File: config.mk
export PLATFORM = sky130hd
export DESIGN_NAME = irq_pending_ctrl_flat
export DESIGN_NICKNAME = d
export VERILOG_FILES = /design/src/rtl/irq_pending_ctrl_if.sv /design/src/rtl/irq_pending_ctrl.sv /design/src/flat_wrapper.sv
export SDC_FILE = /design/constraint.sdc
export NUM_CORES = 1
export LEC_CHECK = 0
export BUFFER_PORTS_ARGS = -buffer_cell sky130_fd_sc_hd__buf_2
export CAP_MARGIN = 20
export CORE_MARGIN = 1
export CORE_UTILIZATION = 43
export CTS_CLUSTER_SIZE = 14
export DETAILED_ROUTE_END_ITERATION = 16
export PLACE_DENSITY = 0.81
export SLEW_MARGIN = 20
export SYNTH_ARGS = -nofsm -noshare
export SYNTH_HDL_FRONTEND = slang
export SYNTH_SLANG_ARGS = --single-unit
File: constraint.sdc
create_clock -name clk -period 1.2 [get_ports clk]
set_input_delay 0.12 -clock clk [delete_from_list [all_inputs] [get_ports clk]]
set_output_delay 0.12 -clock clk [all_outputs]
set_load 0.02 [all_outputs]
File: src/rtl/irq_pending_ctrl_if.sv
// Interrupt front-end bus: request/mask lines in, encoder index in, consumer handshake, status out.
// Latency: none (signal bundle only).
// Backpressure: none; the consumer paces service through ack/eoi.
//
// Signals
//   req_in     raw request lines, synchronous to clk
//   mask       1 = line hidden from the encoder (still pends)
//   enc_in     priority encoder output, combinational from pend_out
//   ack        consumer accepts the current interrupt
//   eoi        consumer finished servicing the active interrupt
//   pend_out   visible pending vector, drives the encoder input
//   irq        registered interrupt request to the consumer
//   active_idx index currently in service
//   busy       high while an interrupt is in service
interface irq_pending_ctrl_if #(
   parameter int N    = 8,
   parameter int IDXW = 3
);
   logic [N-1:0]    req_in;
   logic [N-1:0]    mask;
   logic [IDXW-1:0] enc_in;
   logic            ack;
   logic            eoi;
   logic [N-1:0]    pend_out;
   logic            irq;
   logic [IDXW-1:0] active_idx;
   logic            busy;

   // master: the environment (request sources, encoder, consumer)
   modport master (
      output req_in, mask, enc_in, ack, eoi,
      input  pend_out, irq, active_idx, busy
   );

   // slave: the pending controller itself
   modport slave (
      input  req_in, mask, enc_in, ack, eoi,
      output pend_out, irq, active_idx, busy
   );
endinterface

File: src/rtl/irq_pending_ctrl.sv
// Interrupt pending controller: latches request edges, feeds the priority encoder, tracks one in-service index.
// Latency: req rise -> pend same edge, irq one edge later; ack -> busy/irq update at that edge; eoi -> IDLE at that edge.
// Backpressure: none; further requests accumulate in pend while an interrupt is outstanding or in service.
//
// Ports
//   clk        system clock, all state on its rising edge
//   rst        synchronous reset, active-high
//   bus        irq_pending_ctrl_if.slave (req_in, mask, enc_in, ack, eoi -> pend_out, irq, active_idx, busy)
//
// Build option
//   IRQ_LEVEL_MODE_EN  when defined, request lines are level-sensitive (a held line re-pends every
//                      cycle); when undefined, only a 0->1 transition sets the pending bit.
module irq_pending_ctrl #(
   parameter int N    = 8,
   parameter int IDXW = 3
) (
   input logic              clk,
   input logic              rst,
   irq_pending_ctrl_if.slave bus
);

   typedef enum logic [1:0] {
      IDLE    = 2'd0,
      REQ     = 2'd1,
      SERVICE = 2'd2
   } state_t;

   state_t          state;
   state_t          state_nxt;
   logic [N-1:0]    pend;
   logic [N-1:0]    pend_nxt;
   logic            irq;
   logic            irq_nxt;
   logic            busy;
   logic            busy_nxt;
   logic [IDXW-1:0] active_idx;
   logic [IDXW-1:0] active_idx_nxt;
   logic [N-1:0]    rise;
   logic [N-1:0]    clr;
   logic [N-1:0]    vis;
   logic            any;

   // ------------------------------------------------------------------
   // Request capture
   // ------------------------------------------------------------------
`ifdef IRQ_LEVEL_MODE_EN
   // Level mode: every cycle a line is high counts as a new request, so a
   // line still asserted after eoi is immediately pending again.
   assign rise = bus.req_in;
`else
   logic [N-1:0] req_prev;

   always_ff @(posedge clk) begin
      if (rst) begin
         req_prev <= '0;
      end else begin
         req_prev <= bus.req_in;
      end
   end

   // Edge mode: req_prev clears on reset, so a line already high when reset
   // releases is seen as a fresh rising edge.
   assign rise = bus.req_in & ~req_prev;
`endif

   // Masked bits stay pending but are invisible to the encoder.
   assign vis = pend & ~bus.mask;

   // The encoder reports 0 for both "bit 0" and "nothing set", so this is the
   // only validity qualifier for enc_in.
   assign any = |vis;

   // ------------------------------------------------------------------
   // Next-state / next-output logic
   // ------------------------------------------------------------------
   always_comb begin
      state_nxt      = state;
      irq_nxt        = irq;
      busy_nxt       = busy;
      active_idx_nxt = active_idx;
      clr            = '0;

      case (state)
         IDLE: begin
            if (any) begin
               state_nxt = REQ;
               irq_nxt   = 1'b1;
            end
         end

         REQ: begin
            if (!any) begin
               // Everything visible went away (masked) before the consumer
               // took it; an ack in this cycle has no valid index to capture.
               state_nxt = IDLE;
               irq_nxt   = 1'b0;
            end else if (bus.ack) begin
               state_nxt      = SERVICE;
               irq_nxt        = 1'b0;
               busy_nxt       = 1'b1;
               active_idx_nxt = bus.enc_in;
               clr            = {{(N-1){1'b0}}, 1'b1} << bus.enc_in;
            end
         end

         SERVICE: begin
            // No nesting: irq stays low here regardless of new pending bits.
            if (bus.eoi) begin
               state_nxt = IDLE;
               busy_nxt  = 1'b0;
            end
         end

         default: begin
            state_nxt = IDLE;
            irq_nxt   = 1'b0;
            busy_nxt  = 1'b0;
         end
      endcase

      // A rise on the bit being acknowledged wins over its clear, so the new
      // request is not lost.
      pend_nxt = (pend & ~clr) | rise;
   end

   // ------------------------------------------------------------------
   // State registers
   // ------------------------------------------------------------------
   always_ff @(posedge clk) begin
      if (rst) begin
         state      <= IDLE;
         pend       <= '0;
         irq        <= 1'b0;
         busy       <= 1'b0;
         active_idx <= '0;
      end else begin
         state      <= state_nxt;
         pend       <= pend_nxt;
         irq        <= irq_nxt;
         busy       <= busy_nxt;
         active_idx <= active_idx_nxt;
      end
   end

   assign bus.pend_out   = vis;
   assign bus.irq        = irq;
   assign bus.busy       = busy;
   assign bus.active_idx = active_idx;

endmodule

File: src/flat_wrapper.sv
// flat-port wrapper written by rule: the top's interface ports become plain ports
module irq_pending_ctrl_flat 
#(
   parameter int N    = 8,
   parameter int IDXW = 3
)
  (clk, rst, bus_req_in, bus_mask, bus_enc_in, bus_ack, bus_eoi, bus_pend_out, bus_irq, bus_active_idx, bus_busy);
  irq_pending_ctrl_if #(.N(N), .IDXW(IDXW)) bus_i ();
  input logic clk;
  input logic rst;
  input wire logic [$bits(bus_i.req_in)-1:0] bus_req_in;
  input wire logic [$bits(bus_i.mask)-1:0] bus_mask;
  input wire logic [$bits(bus_i.enc_in)-1:0] bus_enc_in;
  input wire logic [$bits(bus_i.ack)-1:0] bus_ack;
  input wire logic [$bits(bus_i.eoi)-1:0] bus_eoi;
  output wire logic [$bits(bus_i.pend_out)-1:0] bus_pend_out;
  output wire logic [$bits(bus_i.irq)-1:0] bus_irq;
  output wire logic [$bits(bus_i.active_idx)-1:0] bus_active_idx;
  output wire logic [$bits(bus_i.busy)-1:0] bus_busy;
  assign bus_i.req_in = bus_req_in;
  assign bus_i.mask = bus_mask;
  assign bus_i.enc_in = bus_enc_in;
  assign bus_i.ack = bus_ack;
  assign bus_i.eoi = bus_eoi;
  assign bus_pend_out = bus_i.pend_out;
  assign bus_irq = bus_i.irq;
  assign bus_active_idx = bus_i.active_idx;
  assign bus_busy = bus_i.busy;
  irq_pending_ctrl #(.N(N), .IDXW(IDXW)) u_core (.clk(clk), .rst(rst), .bus(bus_i));
endmodule
==> run summary, run 1 <==
#FFs+latches synth: 23
Detailed Place HPWL: 1.68 mm
Leakage power: 0.594 nW
Worst Skew: 5.10 ps
GR Overflow Total: 0
Worst setup SP type: flip-flop
Multi-input logic area: 653 um^2
Clk buf depth: 2
Cell with the most instances after synthesis: dfxtp_1
Sequential Power Share: 51.5%
Crit path cell chain: nor2b_4, or4_4, o21ai_2, a21oi_1
Main flop type after synthesis: dfxtp_1
Worst setup EP type: flip-flop
Fill count: 184
Number of CTS-inserted buffers: 3
Share of layout cells above drive strength 1: 50.0%
Top cells by area, synth: dfxtp_1 (45%), nor2b_1 (9.7%), nor2b_4 (6.7%)
Max Slew Vio Count: 0
Clk pwr share: 22.9%
I/O pin total: 36
Gate power share: 25.6%
Ant diodes: 0
TritonCTS clock tree: built
Vias in the first global route: 855
Crit share post-route: 120%
Initial antenna violation count: 0
Maximum vdd drop: 0.848 mV
Die area: 2590 um^2
Max H-tree Level: 1
Psw: 0.503 mW
Worst Tran Pin Value: 410 ps
Routability Congestion: 0.824
Crit Path Class: reg -> reg
Yosys top cell area share: 44.8%
Worst setup margin: -237 ps
Violated checks: setup timing
GR Util All Layers: 18.5%
CP max FO: 3
PD cells: 1160 nW/um^2
Placement Cell Area: 1270 um^2
Final-stage net count: 172
Cell area after layout: 1430 um^2
Area of the core: 2230 um^2
Final hold vios: 0
P_int: 1.15 mW
Switch share: 30.4%
Slowest Stage Delay on Critical Path: 580 ps
Cells after Synth: 105
Mapped Area: 1030 um^2
RSZ-0062 raised after global routing: yes
Input/output buffers: 35
Reg area: 465 um^2
Clock sink count: 23
Sequential-to-total area share from yosys stat: 44.8%
Placed cells: 170
Setup Viol. Count Final: 15
Clock Pin Slew Worst Setup and Hold Paths: 140 ps
Mapped Nets: 128
Synth warnings: 0
# rows: 17
DIE HEIGHT: 50.9 um
Routed Antenna Nets: 0
First-pass GRT wire length: 3.58 mm
Min cycle time layout: 1440 ps
Critical path required time: 1420 ps
Die X-Extent: 50.9 um
Max-capacitance violation count: 0
DR pass1 iterations: 5
Residual DRC: 0
1st-iter DRT viols: 15
Area growth syn-to-layout: 38.9%
Critical path arrival: 1650 ps
Final Non-Filler Cells: 176
CP max-delay cell: or4_4
Wirelength per Cell: 13.7 um
Initial Utilization: 46.0%
Status: complete, but fails checks
Root Driver: clkbuf_4
Pre-CTS setup slack: -162 ps
Max Clock Freq: 0.696 GHz
Post-synth ARST share: 0%
Clock latency on the worst-skew pair: 320 ps
Post-synth EDFFs: 0
Total Neg Setup Slack: -2110 ps
Pin count of the biggest net entering global routing: 19
Via density: 5.24
Synth cell types: 27
Routed WL: 2.41 mm
Hold WC Path Type: in -> reg
Area leader, netlist: dfxtp_1
Post-synth top cells: dfxtp_1 (23), nor2b_1 (16), nor2_1 (10), a211oi_1 (7), nand2b_1 (6)
Avg Synthesized Cell Area: 9.78 um^2
Vias: 922
Slew Limit Headroom: 72.3%
[flip-flops by register name, indices dropped and copies added (netlist names)]
register and cells:
u_core.bus.active_idx 3, u_core.bus.busy 1, u_core.req_prev 8, u_core.bus.irq 1, u_core.state 2, u_core.pend 8
[power by group through the flow]
stage | clock network (mW) | registers (mW) | logic [mW]
global placement | 0 | 0.863 | 0.339
global route | 0.408 | 0.857 | 0.458
detailed placement | 0 | 0.866 | 0.347
finish | 0.378 | 0.851 | 0.423
CTS | 0.371 | 0.849 | 0.349
floorplan | 0 | 0.883 | 0.198
[worst paths after layout]
check | startpoint | endpoint | slack (ps) | depth (start not counted)
setup reg to reg | u_core.pend[3]$_SDFF_PP0_ | u_core.state[1]$_SDFFE_PP0P_ | -240 | 4
hold reg to reg | u_core.bus.active_idx[0]$_SDFFE_PP0P_ | u_core.bus.active_idx[0]$_SDFFE_PP0P_ | 480 | 2
hold / removal | bus_req_in[6] | u_core.req_prev[6]$_SDFF_PP0_ | 10 | 2
setup / recovery | u_core.pend[3]$_SDFF_PP0_ | u_core.state[1]$_SDFFE_PP0P_ | -240 | 4
[metal layers]
| layer | global-route usage [%] | up-vias | share of wire [%] |
|---|---|---|---|
| met5 | 0 | - | 0 |
| met4 | 6.94 | 0 | 0.95 |
| met3 | 3.27 | 4 | 5.5 |
| met2 | 31.3 | 32 | 45 |
| met1 | 23.3 | 430 | 48 |
| li1 | - | 456 | - |
[stage by stage]
stage / utilization (%) / hold WS [ps] / power [mW]
6_report: 63.9 / 10.4 / 1.65
5_1_grt: 63.9 / 5.59 / 1.72
4_1_cts: 58.1 / 16.7 / 1.57
3_5_place_dp: 56.8 / 348 / 1.21
3_3_place_gp: 56.8 / 340 / 1.20
2_1_floorplan: - / 240 / 1.08
[final cells by class]
class / count / area share, %
clock inverter: 1 / 0.351
timing repair buffer: 42 / 17.2
tap: 28 / 2.46
clock buffer: 3 / 1.58
sequential: 23 / 32.6
multi-input combinational: 79 / 45.8
[repair_timing]
action,in CTS,in global routing
pin swaps,0,2
gates resized for setup,1,28
endpoints found under the hold margin,0,1
buffers inserted,0,1
hold buffers,0,1
setup endpoints to repair,15,18
[placed cells by master, fill, tap and decap left out, drive strengths merged]
cell         Yosys  layout
and2b            2       2
nor3b            2       2
nor4             3       3
nor4b            3       3
nand2            4       4
mux2i            2       2
o22ai            1       1
clkbuf           3       3
clkinv           0       1
dfxtp           23      23
a211oi           7       7
o32ai            1       1
o21bai           1       1
nor3             3       3
o21ai            3       3
a21boi           1       1
nand2b           6       6
a2111oi          1       1
dlygate4sd3      0       1
or4              2       2
nor2            10      10
and3b            1       1
buf              0      41
a21oi            4       4
nor2b           22      22
[critical path, delay by kind of cell (launching register included)]
kind | cells | cell delay, ps
compound gates | 2 | 280
flops | 1 | 350
simple gates | 2 | 710
[logic make-up after synthesis]
group	count (synthesis)	share of synthesized area (%)
AND/OR/NAND/NOR	58	39.1
buffers and inverters	3	1.10
flip-flops	23	44.8
AO/OA/AOI/OAI	19	13.0
multiplexers	2	1.95
Note: power is estimated with default switching activity, not from simulation.
==> inputs of run 2 (changes only) <==
- ABC_AREA: default -> 1
==> run 2 against run 1 <==
The run still ends with setup timing left. Global-route usage fell by 1.3 points. Worst hold slack improved by 4.6 ps. Wire length fell by 19%. Critical endpoint is now u_core.pend[5]$_SDFF_PP0_. Largest power group unchanged. Highest routed layer unchanged.
==> run summary, run 2 <==
Status: complete, but fails checks
Violated checks: setup timing
CP max-delay cell: dfxtp_2
Max H-tree Level: 1
Worst setup SP type: flip-flop
Clock Pin Slew Worst Setup and Hold Paths: 120 ps
Worst setup margin: -1.10 ps
Clock latency on the worst-skew pair: 300 ps
Critical path required time: 1400 ps
1st-iter DRT viols: 7
Ant diodes: 0
Number of CTS-inserted buffers: 3
Main flop type after synthesis: dfxtp_1
R2r setup slk: -1 ps
Fill count: 216
Worst Skew: 1.94 ps
Via density: 4.37
Area leader, netlist: dfxtp_1
#FFs+latches synth: 23
Synth warnings: 0
DR pass1 iterations: 2
Synth cell types: 17
# rows: 17
Share of layout cells above drive strength 1: 35.9%
Hold-fix buffers, CTS: 0
Commonest non-fill, non-tap cell in the layout: nand2_1
Avg Synthesized Cell Area: 6.52 um^2
Routability Congestion: 0.734
Cell with the most instances after synthesis: nand2_1
Final core utilization: 61.1%
Commonest non-fill, non-tap cells in the layout: nand2_1 (43), inv_1 (37), buf_2 (34)
Max Slew Vio Count: 0
Pre-CTS setup slack: -34.2 ps
Post-synth top cells: nand2_1 (53), inv_1 (38), dfxtp_1 (23), nor2_1 (18), a21oi_1 (6)
Worst Tran Pin Value: 229 ps
Total Neg Setup Slack: -1.10 ps
Post-synth ARST share: 0%
Max-capacitance violation count: 0
CP startpoint: u_core.pend[5]$_SDFF_PP0_
I/O pin total: 36
Cell area after layout: 1350 um^2
First-pass GRT wire length: 3.34 mm
Area of the core: 2210 um^2
Die X-Extent: 50.5 um
Die area: 2550 um^2
Biggest regs: u_core.pend (8), u_core.req_prev (8), u_core.bus.active_idx (3)
Slowest Stage Delay on Critical Path: 360 ps
Initial Utilization: 45.7%
Slew Limit Headroom: 84.6%
Hold Crit Depth: 3
TritonCTS clock tree: built
Crit path cell chain: nand2_2, nand2_2, nor2_4, nand2_4, nand3_4, buf_4, nor2_2, o22ai_2
Reg2reg path depth: 8
Crit Path Class: reg -> reg
PD cells: 1180 nW/um^2
DIE HEIGHT: 50.5 um
Vias: 987
Area growth syn-to-layout: 33.8%
CP max FO: 5
Critical path arrival: 1400 ps
Sequential-to-total area share from yosys stat: 45.5%
Clock sink count: 23
Hold Crit Start: bus_req_in[6]
Worst setup EP type: flip-flop
Most frequent CP cell: nand2_2
Root Driver: clkbuf_4
Residual DRC: 0
Routed WL: 1.95 mm
Input/output buffers: 35
Mapped Nets: 178
Vias in the first global route: 824
Reg2reg start: u_core.pend[5]$_SDFF_PP0_
WHS Endpoint: u_core.req_prev[6]$_SDFF_PP0_
Crit Reg-Reg Endpoint: u_core.pend[5]$_SDFF_PP0_
Min cycle time layout: 1200 ps
Pin count of the biggest net entering global routing: 15
Placement Cell Area: 1220 um^2
GR Util All Layers: 17.1%
Routed Antenna Nets: 0
Crit share post-route: 100%
RSZ-0062 raised after global routing: yes
Wirelength per Cell: 8.65 um
Initial antenna violation count: 0
Hold WC Path Type: in -> reg
Setup Viol. Count Final: 1
Clk buf depth: 2
Detailed Place HPWL: 1.53 mm
Leakage power: 0.797 nW
GR Overflow Total: 0
Cells after Synth: 155
Final hold vios: 0
Maximum vdd drop: 0.793 mV
Final-stage net count: 222
Top cells by area, synth: dfxtp_1 (46%), nand2_1 (20%), inv_1 (14%)
Yosys top cell area share: 45.5%
Max Clock Freq: 0.833 GHz
Post-synth EDFFs: 0
Mapped Area: 1010 um^2
==> run 2: cell count changes after synthesis, sizes merged, moves of 6 or more <==
cell    change
inv        +39
nor2       +11
nand2      +50
nor2b      -22
a211oi      -7
nand2b      -6
==> run 2: worst max-delay path by stage <==
| stage | slack [ps] | to | cells past startpoint |
|---|---|---|---|
| floorplan | 120 | u_core.state[1]$_SDFFE_PP0P_ | 7 |
| global placement | 7 | u_core.pend[3]$_SDFF_PP0_ | 9 |
| detailed placement | -30 | u_core.pend[3]$_SDFF_PP0_ | 9 |
| CTS | 0.3 | u_core.pend[3]$_SDFF_PP0_ | 9 |
| global route | -80 | u_core.pend[2]$_SDFF_PP0_ | 9 |
| finish | -1 | u_core.pend[5]$_SDFF_PP0_ | 8 |
==> run 2: area by class of cell <==
cell class | instances | area, um^2 | share of cell area, %
clock buffer | 3 | 22.5 | 1.67
clock inverter | 1 | 5.00 | 0.370
inverter | 40 | 150 | 11.1
multi-input combinational | 92 | 459 | 33.9
sequential | 23 | 469 | 34.7
tap | 28 | 35.0 | 2.59
timing repair buffer | 39 | 211 | 15.6
==> run 2: cells by family after synthesis <==
kind of cell	count (synthesis)	share of synthesized area [%]
and+or+nand+nor	79	32.5
buffers and inverters	41	15.2
DFF	23	45.5
AOI/OAI and AO/OA	12	6.68
==> run 2: layer usage <==
metal	routed length, um	global-route usage (%)
met1	904	24.3
met5	0	0
met2	922	27.1
met3	111	2.73
met4	16	4.17
==> run 2: power breakdown <==
part / leakage, nW / internal, mW / switching [mW]
combinational: 0.587 / 0.156 / 0.230
clock: 0.0177 / 0.124 / 0.220
sequential: 0.192 / 0.833 / 0.0346
total: 0.797 / 1.11 / 0.484
==> run 2: timing repair <==
action,4_1_cts,5_1_grt
setup buffers,0,3
pin swaps,6,11
setup endpoints to repair,5,14
resized for setup,8,18
cloned,1,0
==> run 2: critical path, delay by kind of cell, from the launching register on <==
family          cells  cell delay [ps]
compound gates      1               90
buf+inv             1              150
flops               1              360
simple gates        6              480
==> run 2: per-stage QoR <==
stage	cells	hold WS [ps]	power (mW)
2_1_floorplan	155	203	1.10
3_3_place_gp	218	328	1.20
3_5_place_dp	218	334	1.21
4_1_cts	223	14.6	1.56
5_1_grt	226	4.36	1.71
6_report	226	15.0	1.60
